<file path="src/rtl/uart_pkg.sv">
// Shared types and constants for the uart transceiver.
// UART_PARITY_EN adds an even-parity state to both the TX and RX machines.
package uart_pkg;

    localparam int DATA_BITS = 8;
    localparam logic IDLE_LEVEL = 1'b1;
    localparam logic [2:0] BIT_LAST = 3'(DATA_BITS - 1);

    typedef enum logic [2:0] {
        TX_IDLE   = 3'd0,
        TX_START  = 3'd1,
        TX_DATA   = 3'd2,
`ifdef UART_PARITY_EN
        TX_PARITY = 3'd3,
`endif
        TX_STOP   = 3'd4
    } txState_t;

    typedef enum logic [2:0] {
        RX_IDLE   = 3'd0,
        RX_START  = 3'd1,
        RX_DATA   = 3'd2,
`ifdef UART_PARITY_EN
        RX_PARITY = 3'd3,
`endif
        RX_STOP   = 3'd4
    } rxState_t;

    function automatic logic evenParity(input logic [DATA_BITS-1:0] data);
        return ^data;
    endfunction

endpackage

</file>
<file path="src/rtl/uart_rx.sv">
// Receive half of the uart: 2-flop synchronizer, mid-bit sampling FSM and byte output.
// UART_PARITY_EN adds a checked even-parity bit between data and stop.
module uart_rx
    import uart_pkg::*;
#(
    parameter int CLKS_PER_BIT = 4
) (
    input  logic                 clk,
    input  logic                 reset,
    input  logic                 serialInput,
    output logic [DATA_BITS-1:0] outputData,
    output logic                 rxValid,
    output logic                 rxError
);

    localparam int CNT_W = (CLKS_PER_BIT > 1) ? $clog2(CLKS_PER_BIT) : 1;
    localparam logic [CNT_W-1:0] CNT_LAST  = CNT_W'(CLKS_PER_BIT - 1);
    localparam logic [CNT_W-1:0] HALF_LAST = CNT_W'(CLKS_PER_BIT / 2 - 1);
    localparam logic [CNT_W-1:0] CNT_ONE   = CNT_W'(1);
    localparam logic [CNT_W-1:0] CNT_ZERO  = CNT_W'(0);

    logic                 sync1_r, sync2_r;
    rxState_t             rxState_r, rxNext_s;
    logic [CNT_W-1:0]     rxCnt_r, rxCntNext_s;
    logic [2:0]           rxBit_r, rxBitNext_s;
    logic [DATA_BITS-1:0] rxShift_r, rxShiftNext_s;
    logic [DATA_BITS-1:0] outData_r, outDataNext_s;
    logic                 valid_r, validNext_s;
    logic                 error_r, errorNext_s;
    logic                 parOk_s;
    logic                 cntLast_s;

`ifdef UART_PARITY_EN
    logic rxPar_r, rxParNext_s;
    assign parOk_s = (rxPar_r == evenParity(rxShift_r));
`else
    assign parOk_s = 1'b1;
`endif

    assign cntLast_s  = (rxCnt_r == CNT_LAST);
    assign outputData = outData_r;
    assign rxValid    = valid_r;
    assign rxError    = error_r;

    // Synchronizer and receive state/output registers.
    always_ff @(posedge clk) begin
        if (reset) begin
            sync1_r   <= IDLE_LEVEL;
            sync2_r   <= IDLE_LEVEL;
            rxState_r <= RX_IDLE;
            rxCnt_r   <= CNT_ZERO;
            rxBit_r   <= 3'd0;
            rxShift_r <= 8'h00;
            outData_r <= 8'h00;
            valid_r   <= 1'b0;
            error_r   <= 1'b0;
`ifdef UART_PARITY_EN
            rxPar_r   <= 1'b0;
`endif
        end else begin
            sync1_r   <= serialInput;
            sync2_r   <= sync1_r;
            rxState_r <= rxNext_s;
            rxCnt_r   <= rxCntNext_s;
            rxBit_r   <= rxBitNext_s;
            rxShift_r <= rxShiftNext_s;
            outData_r <= outDataNext_s;
            valid_r   <= validNext_s;
            error_r   <= errorNext_s;
`ifdef UART_PARITY_EN
            rxPar_r   <= rxParNext_s;
`endif
        end
    end

    // Receive next-state: start is re-checked at half a bit, later bits one period apart.
    always_comb begin
        rxNext_s      = rxState_r;
        rxCntNext_s   = rxCnt_r;
        rxBitNext_s   = rxBit_r;
        rxShiftNext_s = rxShift_r;
        outDataNext_s = outData_r;
        validNext_s   = 1'b0;
        errorNext_s   = 1'b0;
`ifdef UART_PARITY_EN
        rxParNext_s   = rxPar_r;
`endif
        case (rxState_r)
            RX_IDLE: begin
                rxCntNext_s = CNT_ZERO;
                rxBitNext_s = 3'd0;
                if (sync2_r == 1'b0) begin
                    rxNext_s = RX_START;
                end else begin
                    rxNext_s = RX_IDLE;
                end
            end
            RX_START: begin
                if (rxCnt_r == HALF_LAST) begin
                    rxCntNext_s = CNT_ZERO;
                    if (sync2_r == IDLE_LEVEL) begin
                        rxNext_s = RX_IDLE;
                    end else begin
                        rxNext_s = RX_DATA;
                    end
                end else begin
                    rxCntNext_s = rxCnt_r + CNT_ONE;
                end
            end
            RX_DATA: begin
                if (cntLast_s) begin
                    rxCntNext_s   = CNT_ZERO;
                    rxShiftNext_s = {sync2_r, rxShift_r[DATA_BITS-1:1]};
                    if (rxBit_r == BIT_LAST) begin
                        rxBitNext_s = 3'd0;
`ifdef UART_PARITY_EN
                        rxNext_s    = RX_PARITY;
`else
                        rxNext_s    = RX_STOP;
`endif
                    end else begin
                        rxBitNext_s = rxBit_r + 3'd1;
                    end
                end else begin
                    rxCntNext_s = rxCnt_r + CNT_ONE;
                end
            end
`ifdef UART_PARITY_EN
            RX_PARITY: begin
                if (cntLast_s) begin
                    rxCntNext_s = CNT_ZERO;
                    rxParNext_s = sync2_r;
                    rxNext_s    = RX_STOP;
                end else begin
                    rxCntNext_s = rxCnt_r + CNT_ONE;
                end
            end
`endif
            RX_STOP: begin
                if (cntLast_s) begin
                    rxCntNext_s = CNT_ZERO;
                    rxNext_s    = RX_IDLE;
                    if ((sync2_r == 1'b1) && parOk_s) begin
                        outDataNext_s = rxShift_r;
                        validNext_s   = 1'b1;
                    end else begin
                        errorNext_s   = 1'b1;
                    end
                end else begin
                    rxCntNext_s = rxCnt_r + CNT_ONE;
                end
            end
            default: begin
                rxNext_s    = RX_IDLE;
                rxCntNext_s = CNT_ZERO;
            end
        endcase
    end

endmodule

</file>
<file path="src/rtl/uart.sv">
// Full-duplex 8-bit uart: inline transmitter plus uart_rx receiver.
// UART_PARITY_EN inserts an even-parity bit after the data bits in both directions.
module uart
    import uart_pkg::*;
#(
    parameter int CLKS_PER_BIT = 4
) (
    input  logic                 clk,
    input  logic                 reset,
    input  logic                 enable,
    input  logic [DATA_BITS-1:0] inputData,
    input  logic                 serialInput,
    output logic                 serialOutput,
    output logic                 txBusy,
    output logic [DATA_BITS-1:0] outputData,
    output logic                 rxValid,
    output logic                 rxError
);

    localparam int CNT_W = (CLKS_PER_BIT > 1) ? $clog2(CLKS_PER_BIT) : 1;
    localparam logic [CNT_W-1:0] CNT_LAST = CNT_W'(CLKS_PER_BIT - 1);
    localparam logic [CNT_W-1:0] CNT_ONE  = CNT_W'(1);
    localparam logic [CNT_W-1:0] CNT_ZERO = CNT_W'(0);

    txState_t             txState_r, txNext_s;
    logic [CNT_W-1:0]     txCnt_r, txCntNext_s;
    logic [2:0]           txBit_r, txBitNext_s;
    logic [DATA_BITS-1:0] txData_r, txDataNext_s;
    logic                 txOut_r, txOutNext_s;
    logic                 txBusy_r, txBusyNext_s;
    logic                 cntLast_s;

    assign cntLast_s    = (txCnt_r == CNT_LAST);
    assign serialOutput = txOut_r;
    assign txBusy       = txBusy_r;

    // Transmit state and registered line/busy outputs.
    always_ff @(posedge clk) begin
        if (reset) begin
            txState_r <= TX_IDLE;
            txCnt_r   <= CNT_ZERO;
            txBit_r   <= 3'd0;
            txData_r  <= 8'h00;
            txOut_r   <= IDLE_LEVEL;
            txBusy_r  <= 1'b0;
        end else begin
            txState_r <= txNext_s;
            txCnt_r   <= txCntNext_s;
            txBit_r   <= txBitNext_s;
            txData_r  <= txDataNext_s;
            txOut_r   <= txOutNext_s;
            txBusy_r  <= txBusyNext_s;
        end
    end

    // Transmit next-state: the line value for the next bit is registered on the bit boundary.
    always_comb begin
        txNext_s     = txState_r;
        txCntNext_s  = txCnt_r;
        txBitNext_s  = txBit_r;
        txDataNext_s = txData_r;
        txOutNext_s  = txOut_r;
        txBusyNext_s = txBusy_r;
        case (txState_r)
            TX_IDLE: begin
                txCntNext_s = CNT_ZERO;
                txBitNext_s = 3'd0;
                if (enable) begin
                    txNext_s     = TX_START;
                    txDataNext_s = inputData;
                    txOutNext_s  = 1'b0;
                    txBusyNext_s = 1'b1;
                end else begin
                    txNext_s     = TX_IDLE;
                    txOutNext_s  = IDLE_LEVEL;
                    txBusyNext_s = 1'b0;
                end
            end
            TX_START: begin
                if (cntLast_s) begin
                    txCntNext_s = CNT_ZERO;
                    txNext_s    = TX_DATA;
                    txOutNext_s = txData_r[0];
                end else begin
                    txCntNext_s = txCnt_r + CNT_ONE;
                end
            end
            TX_DATA: begin
                if (cntLast_s) begin
                    txCntNext_s = CNT_ZERO;
                    if (txBit_r == BIT_LAST) begin
                        txBitNext_s = 3'd0;
`ifdef UART_PARITY_EN
                        txNext_s    = TX_PARITY;
                        txOutNext_s = evenParity(txData_r);
`else
                        txNext_s    = TX_STOP;
                        txOutNext_s = IDLE_LEVEL;
`endif
                    end else begin
                        txBitNext_s = txBit_r + 3'd1;
                        txOutNext_s = txData_r[txBit_r + 3'd1];
                    end
                end else begin
                    txCntNext_s = txCnt_r + CNT_ONE;
                end
            end
`ifdef UART_PARITY_EN
            TX_PARITY: begin
                if (cntLast_s) begin
                    txCntNext_s = CNT_ZERO;
                    txNext_s    = TX_STOP;
                    txOutNext_s = IDLE_LEVEL;
                end else begin
                    txCntNext_s = txCnt_r + CNT_ONE;
                end
            end
`endif
            TX_STOP: begin
                if (cntLast_s) begin
                    txCntNext_s  = CNT_ZERO;
                    txNext_s     = TX_IDLE;
                    txOutNext_s  = IDLE_LEVEL;
                    txBusyNext_s = 1'b0;
                end else begin
                    txCntNext_s = txCnt_r + CNT_ONE;
                end
            end
            default: begin
                txNext_s     = TX_IDLE;
                txCntNext_s  = CNT_ZERO;
                txOutNext_s  = IDLE_LEVEL;
                txBusyNext_s = 1'b0;
            end
        endcase
    end

    uart_rx #(
        .CLKS_PER_BIT(CLKS_PER_BIT)
    ) uRx (
        .clk        (clk),
        .reset      (reset),
        .serialInput(serialInput),
        .outputData (outputData),
        .rxValid    (rxValid),
        .rxError    (rxError)
    );

endmodule

</file>
<file path="config.mk">
export PLATFORM = sky130hd
export DESIGN_NAME = uart
export DESIGN_NICKNAME = d
export VERILOG_FILES = /design/src/rtl/uart_pkg.sv /design/src/rtl/uart_rx.sv /design/src/rtl/uart.sv
export SDC_FILE = /design/constraint.sdc
export NUM_CORES = 1
export LEC_CHECK = 0
export BUFFER_PORTS_ARGS = -buffer_cell sky130_fd_sc_hd__buf_2
export CORE_MARGIN = 8
export CORE_UTILIZATION = 25
export DETAILED_ROUTE_END_ITERATION = 16
export SETUP_SLACK_MARGIN = 0.5
export SLEW_MARGIN = 10
export SYNTH_ARGS = -nofsm -noshare
export SYNTH_HDL_FRONTEND = slang
export SYNTH_SLANG_ARGS = --single-unit
</file>
<file path="constraint.sdc">
create_clock -name clk -period 2.1 [get_ports clk]
set_input_delay 0.42 -clock clk [delete_from_list [all_inputs] [get_ports clk]]
set_output_delay 0.42 -clock clk [all_outputs]
set_load 0.01 [all_outputs]
</file>
==> results of run 1 <==
==> how the worst max path moves through the flow <==
stage,end,slack [ns]
3_3_place_gp,serialOutput,0.46
2_1_floorplan,serialOutput,0.50
6_report,serialOutput,0.46
4_1_cts,serialOutput,0.47
5_1_grt,serialOutput,0.39
3_5_place_dp,serialOutput,0.41
==> layer usage <==
metal  share of wire, %  global-route usage (%)  vias up
met3                2.8                    1.92        7
met5                  0                       0        -
li1                   -                       -      853
met2                 44                    11.9       20
met1                 51                    9.87      747
met4                2.3                    4.42        0
==> report_power, final <==
part | internal (mW) | switching (mW) | total [mW] | leakage [nW]
Sequential | 0.889 | 0.0191 | 0.908 | 0.375
Combinational | 0.0381 | 0.0482 | 0.0863 | 0.524
Clock | 0.249 | 0.334 | 0.583 | 0.0506
Total | 1.18 | 0.402 | 1.58 | 0.949
==> critical path, cell delays in order (launching register included) <==
cell      delay (ns)
dfxtp_4         0.37
ha_4            0.16
ha_4            0.26
mux4_2          0.49
nand4b_1        0.13
a41oi_2         0.10
==> synthesized netlist by cell type, drive strengths merged <==
| master | n |
|---|---|
| inv | 4 |
| buf | 9 |
| a21o | 1 |
| nor4b | 2 |
| a31oi | 1 |
| a41oi | 1 |
| a211oi | 1 |
| o22a | 2 |
| nand2b | 1 |
| a21oi | 27 |
| nor3b | 7 |
| ha | 8 |
| clkbuf | 7 |
| or2 | 2 |
| o21bai | 1 |
| nor4 | 2 |
| nand3b | 2 |
| o21ai | 10 |
| and4b | 2 |
| and2b | 1 |
| nand4b | 1 |
| mux2i | 11 |
| nand2 | 40 |
| nor2 | 21 |
| dfxtp | 46 |
| nand3 | 3 |
| nor2b | 4 |
| and3 | 3 |
| o311ai | 2 |
| mux4 | 1 |
| nor3 | 10 |
| a22oi | 2 |
==> stage by stage <==
| step | total power [mW] | cell area [um^2] | hold slack (ns) | worst slack [ns] |
|---|---|---|---|---|
| 3_3_place_gp | 1.01 | 2270 | 0.403 | 0.456 |
| 3_5_place_dp | 1.02 | 2270 | 0.402 | 0.407 |
| 4_1_cts | 1.60 | 2380 | 0.289 | 0.465 |
| 5_1_grt | 1.65 | 2390 | 0.295 | 0.392 |
| 2_1_floorplan | 0.989 | 2090 | 0.389 | 0.502 |
| 6_report | 1.58 | 2390 | 0.300 | 0.464 |
==> flip-flops by register name (all words and copies together), names as in the netlist <==
signal,flops
txBit_r,3
txBusy,1
uRx.rxShift_r,8
serialOutput,1
uRx.sync2_r,1
txData_r,8
uRx.rxBit_r,3
txState_r,3
uRx.rxCnt_r,2
uRx.rxError,1
txCnt_r,2
uRx.rxState_r,3
uRx.rxValid,1
uRx.outputData,8
uRx.sync1_r,1
==> cell type report <==
class / count / share of cell area (%)
multi-input combinational: 169 / 44.7
sequential: 46 / 38.7
timing repair buffer: 28 / 6.38
tap: 105 / 5.49
clock buffer: 5 / 2.88
clock inverter: 3 / 1.20
inverter: 4 / 0.627
==> cells by family (layout without fill, tap and decap cells) <==
| logic type | Yosys count | in the layout | share of synthesized area (%) |
|---|---|---|---|
| buffers and inverters | 20 | 40 | 5.15 |
| and+or+nand+nor | 101 | 101 | 24.9 |
| AOI/OAI and AO/OA | 48 | 48 | 14.1 |
| adders and majority gates | 8 | 8 | 4.85 |
| DFF | 46 | 46 | 44.6 |
| muxes | 12 | 12 | 6.43 |
==> what timing repair did <==
action | 4_1_cts | 5_1_grt
pin swaps | 3 | 1
endpoints found under the setup margin | 1 | 8
hold buffers | 0 | 0
resized for setup | 2 | 2
setup buffers | 2 | 0
==> metrics.txt, run 1 <==
CTS tree yes; first drt pass iteration count 4; share of the synthesized area in the top cell type between 40 and 50%; GR Util All Layers around 7.8%; Finished Layout Cells 360; die area between 0.01 and 0.015 mm^2; most frequent cells in the layout 44 x dfxtp_1, 40 x nand2_1, 27 x a21oi_1; vias in the first global route about 1600; Mapped Cells 235; hold endpoint uRx.sync1_r; setup repair after global routing missed its margin true; Reg2Reg Setup Slack between 0.4 and 0.5 ns; power per cell area about 660 mW/mm^2; Critical Path Source txBit_r[0]; Worst-Margin Slew 0.679 ns; cell taking the most area after synthesis dfxtp_1; R2R depth 5; peak supply drop approximately 0.00034 V; Fillers around 900; max-capacitance violation count 0; CTS clk-pin slew, worst paths approximately 0.09 ns; final period utilization slightly below 80%; Initial Utilization ~25%; Reg-to-Reg End serialOutput; Lkg Pwr 0.949 nW; Worst-Skew Late Latency 0.30 ns; synth top area cells dfxtp_1 45%, nand2_1 7.3%, a21oi_1 6.5%; HP Start serialInput; mean number of vias per cell 4.52; worst r2r src txBit_r[0]; Vias between 1500 and 2000; I/O pin count 24; GRT overflow 0; Die W approximately 110 um; clock root buffer clkbuf_8; data arrival time of the worst path 1.81 ns; Routed WL approximately 4.3 mm; WS Path Type flop to flop; status complete, no violations; Core Rows 33; post-layout util 29.6%; Hold Path Depth 2; Multi-input gate area between 0.001 and 0.0015 mm^2; slew margin rel. 54.7%; CTS Sinks 46; Iter 0 DRT Violations 90; clock skew approximately 0.0086 ns; Yosys warnings 0; Inserted Clock Buffers 5; FF+latch area 926 um^2; syn_area_per_cell 8.78 um^2; PortBufs 23; Routability Congestion about 0.81; Die Y 107 um; Cells after DPL 350; Final Hold Fails 0; first-pass GRT wire length ~7.4 mm; most common cell after layout, fill and taps aside dfxtp_1; ant diodes 0; Yosys cell types 39; largest net degree at the start of global routing 34; Final TNS setup 0 ns; Worst EP required 2.27 ns; Routed Antenna Nets 0; Seq/Total Area, Yosys 44.6%; Crit Path Max Fanout 2; core box area roughly 0.008 mm^2; Nets roughly 270; min Tclk post-route between 1.5 and 2 ns; CP endpoint kind flop; H-tree levels 2; Worst Hold Class primary input to flop; Synth Net Count roughly 260; initial antenna violation count 0; Finish-stage setup viols 0; share of layout cells above drive strength 1 19.2%; DPL Wire Length roughly 3 mm; Max Transition Viols Final 0; Netlist Area Pre-Place 0.00206 mm^2; synthesis-to-layout area growth 16.0%; crit start category flop; Yosys reg bits 46; # DRC 0; max frequency between 0.6 and 0.7 GHz; Longest Clk Path Bufs 2; WL/cell about 12 um
No activity file was read; power rests on OpenSTA's default activity.
==> run 2, diff against run 1 <==
==> constraint.sdc (replaced) <==
create_clock -name clk -period 1.45 [get_ports clk]
set_input_delay 0.29 -clock clk [delete_from_list [all_inputs] [get_ports clk]]
set_output_delay 0.29 -clock clk [all_outputs]
set_load 0.01 [all_outputs]
==> metrics.txt, run 2 (synthesized netlist as in run 1, its figures left out) <==
Initial Utilization 25.5% (unchanged); GR Util All Layers 8.91% (+1.1 points); synthesis-to-layout area growth 58.0%; Routed Antenna Nets 0 (unchanged); PortBufs 23 (unchanged); Vias 1868 (+15%); Worst EP required 1.62 ns (-0.65 ns); CP endpoint kind flop; I/O pin count 24 (unchanged); Worst-Skew Late Latency 0.30 ns (about the same); fin worst setup slack -0.159 ns (-0.624 ns); Worst-Margin Slew 0.454 ns (-0.224 ns); peak per-stage delay on the critical path 0.49 ns (about the same); first drt pass iteration count 4 (unchanged); slew margin rel. 69.7% (+15 points); final period utilization 111% (+33 points); die area 0.0114 mm^2 (unchanged); Finished Layout Cells 394 (+9.4%); ant diodes 0 (unchanged); Die W 107 um (unchanged); R2R depth 5 (unchanged); CTS clk-pin slew, worst paths 0.10 ns (about the same); Routed WL 5.30 mm (+25%); DPL Wire Length 3.08 mm (+2.8%); Crit Path Max Fanout 2 (unchanged); GRT overflow 0 (unchanged); Longest Clk Path Bufs 2 (unchanged); Hold Path Depth 2 (unchanged); status finished, violations left; clock root buffer clkbuf_8; Inserted Clock Buffers 5 (unchanged); # DRC 0 (unchanged); Max Transition Viols Final 0 (unchanged); Cells after DPL 360 (+2.9%); Core Rows 33 (unchanged); H-tree levels 2 (unchanged); Finished Cell Area 0.00326 mm^2 (+36%); Reg2Reg Setup Slack -0.16 ns (-0.62 ns); mean number of vias per cell 4.74 (+4.9%); largest net degree at the start of global routing 21 (-38%); critical-path cell list ha_4, ha_4, mux4_2, nand4b_1, a41oi_2; share of layout cells above drive strength 1 64.7% (+45 points); CTS tree yes; min Tclk post-route 1.61 ns (-0.0265 ns); Routability Congestion 0.817 (+0.27%); Final Hold Fails 0 (unchanged); hold endpoint uRx.sync1_r; HP Start serialInput; Nets 308 (+12%); most frequent cells in the layout 26 x buf_6, 23 x nand2_2, 22 x dfxtp_1; max frequency 0.621 GHz (+1.6%); data arrival time of the worst path 1.78 ns (-0.03 ns); Finish-stage setup viols 1 (+1); WL/cell 13.4 um (+14%); Iter 0 DRT Violations 177 (+97%); setup repair after global routing missed its margin true; clock skew 0.00565 ns (-0.00294 ns); Lkg Pwr 1.27 nW (+33%); most used cell, CP ha_4; Worst Hold Class primary input to flop; peak supply drop 0.000428 V (+24%); post-layout util 40.3% (+11 points); critical path's slowest cell mux4_2; Die Y 107 um (unchanged); CTS Sinks 46 (unchanged); initial antenna violation count 0 (unchanged); Pwr Total 2.40 mW (+52%); power per cell area 736 mW/mm^2 (+12%); Reg-to-Reg End serialOutput; most common cell after layout, fill and taps aside buf_6; Fillers 833 (-9.8%); WS Path Type flop to flop; vias in the first global route 1716 (+8.7%); placement-stage cell area 0.00246 mm^2 (+8.3%); first-pass GRT wire length 8.36 mm (+13%); Hold WS 0.170 ns (-0.130 ns); crit start category flop; violated checks negative setup slack; max-capacitance violation count 0 (unchanged); core box area 0.00809 mm^2 (unchanged); worst r2r src txBit_r[0]
[run 2: cell types whose count changed in the layout (fill, tap and decap cells not counted), moves of 6 or more]
cell and change:
nand2_1 -33, buf_6 +26, nand2_2 +23, dfxtp_1 -22, dfxtp_2 +17, a21oi_1 -15, a21oi_2 +15, buf_4 +11
nand2_4 +10, buf_2 -8, nor3b_1 -6
[run 2: metal layers]
layer  track usage (%)  up-vias  wire length (um)
met1              12.0      899              2510
met5                 0        -                 0
li1                  -      926                 -
met3              1.80        8               153
met2              13.3       35              2520
met4              4.12        0               118
[run 2: timing repair]
action	CTS	global route
pin swaps	28	34
setup buffers	15	8
gates cloned	3	0
hold buffers	0	0
endpoints found under the hold margin	0	0
endpoints found under the setup margin	54	56
resized for setup	69	68
[run 2: worst max path at each step]
| stage | startpoint | depth (start not counted) | endpoint | slack [ns] |
|---|---|---|---|---|
| 6_report | txBit_r[0] | 5 | serialOutput | -0.16 |
| 2_1_floorplan | txBit_r[0] | 5 | serialOutput | -0.14 |
| 3_5_place_dp | txBit_r[1] | 5 | serialOutput | -0.18 |
| 3_3_place_gp | txBit_r[1] | 5 | serialOutput | -0.14 |
| 5_1_grt | txBit_r[0] | 5 | serialOutput | -0.24 |
| 4_1_cts | txBit_r[0] | 5 | serialOutput | -0.18 |
[run 2: area by class of cell]
type	count	area, um^2	share of cell area, %
Tap cell	105	131	4.03
Clock buffer	5	68.8	2.11
Clock inverter	3	27.5	0.845
Sequential cell	46	966	29.6
Inverter	4	15.0	0.461
Multi-Input combinational cell	171	1510	46.4
Timing Repair Buffer	60	538	16.5
[run 2: critical path, delay by kind of cell (launching register included)]
kind	cells	cell delay [ns]
DFF	1	0.36
muxes	1	0.49
and+or+nand+nor	1	0.11
AOI/OAI and AO/OA	1	0.09
adders and majority gates	2	0.44
[run 2: metrics by stage]
step,setup TNS (ns),worst slack [ns]
3_3_place_gp,-0.142,-0.142
5_1_grt,-0.240,-0.240
3_5_place_dp,-0.183,-0.183
2_1_floorplan,-0.138,-0.138
6_report,-0.159,-0.159
4_1_cts,-0.181,-0.181
[run 2: power by group]
part           leakage, nW  internal (mW)  total (mW)  switching, mW
sequential           0.386           1.28        1.31         0.0292
combinational        0.834          0.113       0.236          0.124
clock               0.0467          0.358       0.850          0.492
==> run 3, diff against run 2 <==
--- a/config.mk
+++ b/config.mk
@@ -6,7 +6,6 @@
 export NUM_CORES = 1
 export LEC_CHECK = 0
 export BUFFER_PORTS_ARGS = -buffer_cell sky130_fd_sc_hd__buf_2
-export CORE_MARGIN = 8
 export CORE_UTILIZATION = 25
 export DETAILED_ROUTE_END_ITERATION = 16
 export SETUP_SLACK_MARGIN = 0.5
==> metrics.txt, run 3 (synthesized netlist as in run 1, its figures left out) <==
WL/cell 14.3 um (+6.0%); combinational share of power 9.9% (about the same); Reg-to-Reg End serialOutput; Longest Clk Path Bufs 2 (unchanged); DPL Wire Length 2.91 mm (-5.7%); Critical Path Source txBit_r[0]; die area 0.00862 mm^2 (-24%); setup repair after global routing missed its margin true; initial antenna violation count 0 (unchanged); power share of the clock group 35.9% (+0.4 points); most common cell after layout, fill and taps aside buf_6; synthesis-to-layout area growth 61.4%; crit start category flop; Initial Utilization 26.3% (+0.80 points); share of layout cells above drive strength 1 63.6% (-1.1 points); Worst-Margin Slew 0.521 ns (+0.0665 ns); Critical path destination serialOutput; core box area 0.00785 mm^2 (-3.0%); mean number of vias per cell 4.76 (+0.42%); CTS tree yes; CTS Sinks 46 (unchanged); GR Util All Layers 12.6% (+3.7 points); critical path's slowest cell mux4_2; first-pass GRT wire length 8.64 mm (+3.3%); sw frac 27.2% (+0.26 points); Routed Antenna Nets 0 (unchanged); GRT overflow 0 (unchanged); Die Y 92.8 um (-13%); clock root buffer clkbuf_8; Reg2Reg Setup Slack -0.20 ns (-0.04 ns); most frequent cells in the layout 28 x buf_6, 21 x dfxtp_1, 19 x a21oi_2, 19 x dfxtp_2, 18 x nand2_1; critical-path cell list ha_4, ha_4, mux4_2, nand4b_1, a41oi_2; Inserted Clock Buffers 5 (unchanged); Max Transition Viols Final 0 (unchanged); most used cell, CP ha_4; Vias 1871 (+0.16%); clock skew 0.00891 ns (+0.00327 ns); # hold bufs at CTS 0 (unchanged); ant diodes 0 (unchanged); Routability Congestion 0.826 (+1.1%); peak supply drop 0.000549 V (+28%); min Tclk post-route 1.65 ns (+0.0403 ns); Worst-Skew Late Latency 0.31 ns (about the same); crit-path leading delay family multiplexers; Crit Path Max Fanout 2 (unchanged); R2R depth 5 (unchanged); Lkg Pwr 1.28 nW (+1.2%); Pwr Total 2.41 mW (+0.33%); Iter 0 DRT Violations 70 (-60%); H-tree levels 2 (unchanged); violated checks negative setup slack; power per cell area 723 mW/mm^2 (-1.8%); peak per-stage delay on the critical path 0.49 ns (about the same); Worst EP required 1.63 ns (about the same); Die W 92.8 um (-13%); WS Path Type flop to flop; max-capacitance violation count 0 (unchanged); # DRC 0 (unchanged); Final Hold Fails 0 (unchanged); sw power 654 uW (+1.3%); CTS clk-pin slew, worst paths 0.09 ns (about the same); max frequency 0.606 GHz (-2.4%); Routed WL 5.60 mm (+5.8%); worst r2r src txBit_r[0]; PortBufs 23 (unchanged); slew margin rel. 65.3% (-4.4 points); Buf/Inv on CP 0 (unchanged); share of power burned in registers 54.2% (-0.5 points); I/O pin count 24 (unchanged); Core Rows 32 (-3.0%); Finish-stage setup viols 1 (unchanged); final period utilization 114% (+2.8 points); fin worst setup slack -0.199 ns (-0.0403 ns); status finished, violations left; Worst Hold Class primary input to flop; CP endpoint kind flop; critical path depth 5 (unchanged); Internal Pwr Total 1.75 mW (about the same); vias in the first global route 1787 (+4.1%); Nets 310 (+0.65%); Hold Path Depth 2 (unchanged); Hold WS 0.169 ns (-0.00173 ns); largest net degree at the start of global routing 30 (+43%); first drt pass iteration count 4 (unchanged); data arrival time of the worst path 1.83 ns (+0.05 ns)
==> run 3: changes by cell type in the layout (fill, tap and decap cells not counted), sizes merged <==
cell | before | now
buf | 60 | 62
clkinv | 0 | 1
inv | 6 | 5
==> run 3: worst min path at each step <==
stage,startpoint,slack [ns],endpoint
after global placement,uRx.sync1_r,0.40,uRx.sync2_r
final,serialInput,0.17,uRx.sync1_r
after floorplan,uRx.sync1_r,0.39,uRx.sync2_r
after detailed placement,uRx.sync1_r,0.40,uRx.sync2_r
after CTS,serialInput,0.17,uRx.sync1_r
after global routing,serialInput,0.18,uRx.sync1_r
==> run 3: per-layer routing <==
layer,up-vias,global-route usage [%],wire length (um)
met2,36,19.5,2660
met1,898,17.4,2670
li1,931,-,-
met4,0,4.23,70
met3,6,2.55,198
met5,-,0,0
==> run 3: cell type report <==
cell class,instances,area [um^2]
timing repair buffer,62,586
inverter,4,18.8
clock inverter,3,28.8
multi-input combinational,171,1530
fill,784,4520
tap,102,128
clock buffer,5,68.8
sequential,46,967
==> run 3: worst reg2reg max path: cells and delay by family (launching register included) <==
family	cells	cell delay, ns
AOI/OAI and AO/OA	1	0.11
adders and majority gates	2	0.42
muxes	1	0.49
DFF	1	0.36
and+or+nand+nor	1	0.15
==> run 3: through the flow <==
stage	std cells	worst slack, ns	instance area [um^2]	utilization [%]	TNS, ns
2_1_floorplan	235	-0.138	2250	-	-0.138
5_1_grt	393	-0.252	3330	42.4	-0.252
3_3_place_gp	356	-0.132	2460	31.3	-0.132
6_report	393	-0.199	3330	42.4	-0.199
3_5_place_dp	356	-0.167	2460	31.3	-0.167
4_1_cts	379	-0.173	2920	37.2	-0.173
==> run 3: what timing repair did <==
item / 4_1_cts / 5_1_grt
cloned: 2 / 0
endpoints found under the setup margin: 54 / 56
resized for setup: 67 / 80
buffers inserted: 13 / 14
pin swaps: 39 / 23
hold endpoints to repair: 0 / 0
==> run 3: power by group through the flow <==
| stage | Clock [mW] | Sequential [mW] | Combinational (mW) |
|---|---|---|---|
| floorplan | 0 | 1.33 | 0.104 |
| global placement | 0 | 1.33 | 0.157 |
| CTS | 0.881 | 1.31 | 0.177 |
| finish | 0.863 | 1.30 | 0.239 |
| global route | 0.932 | 1.31 | 0.259 |
| detailed placement | 0 | 1.33 | 0.157 |
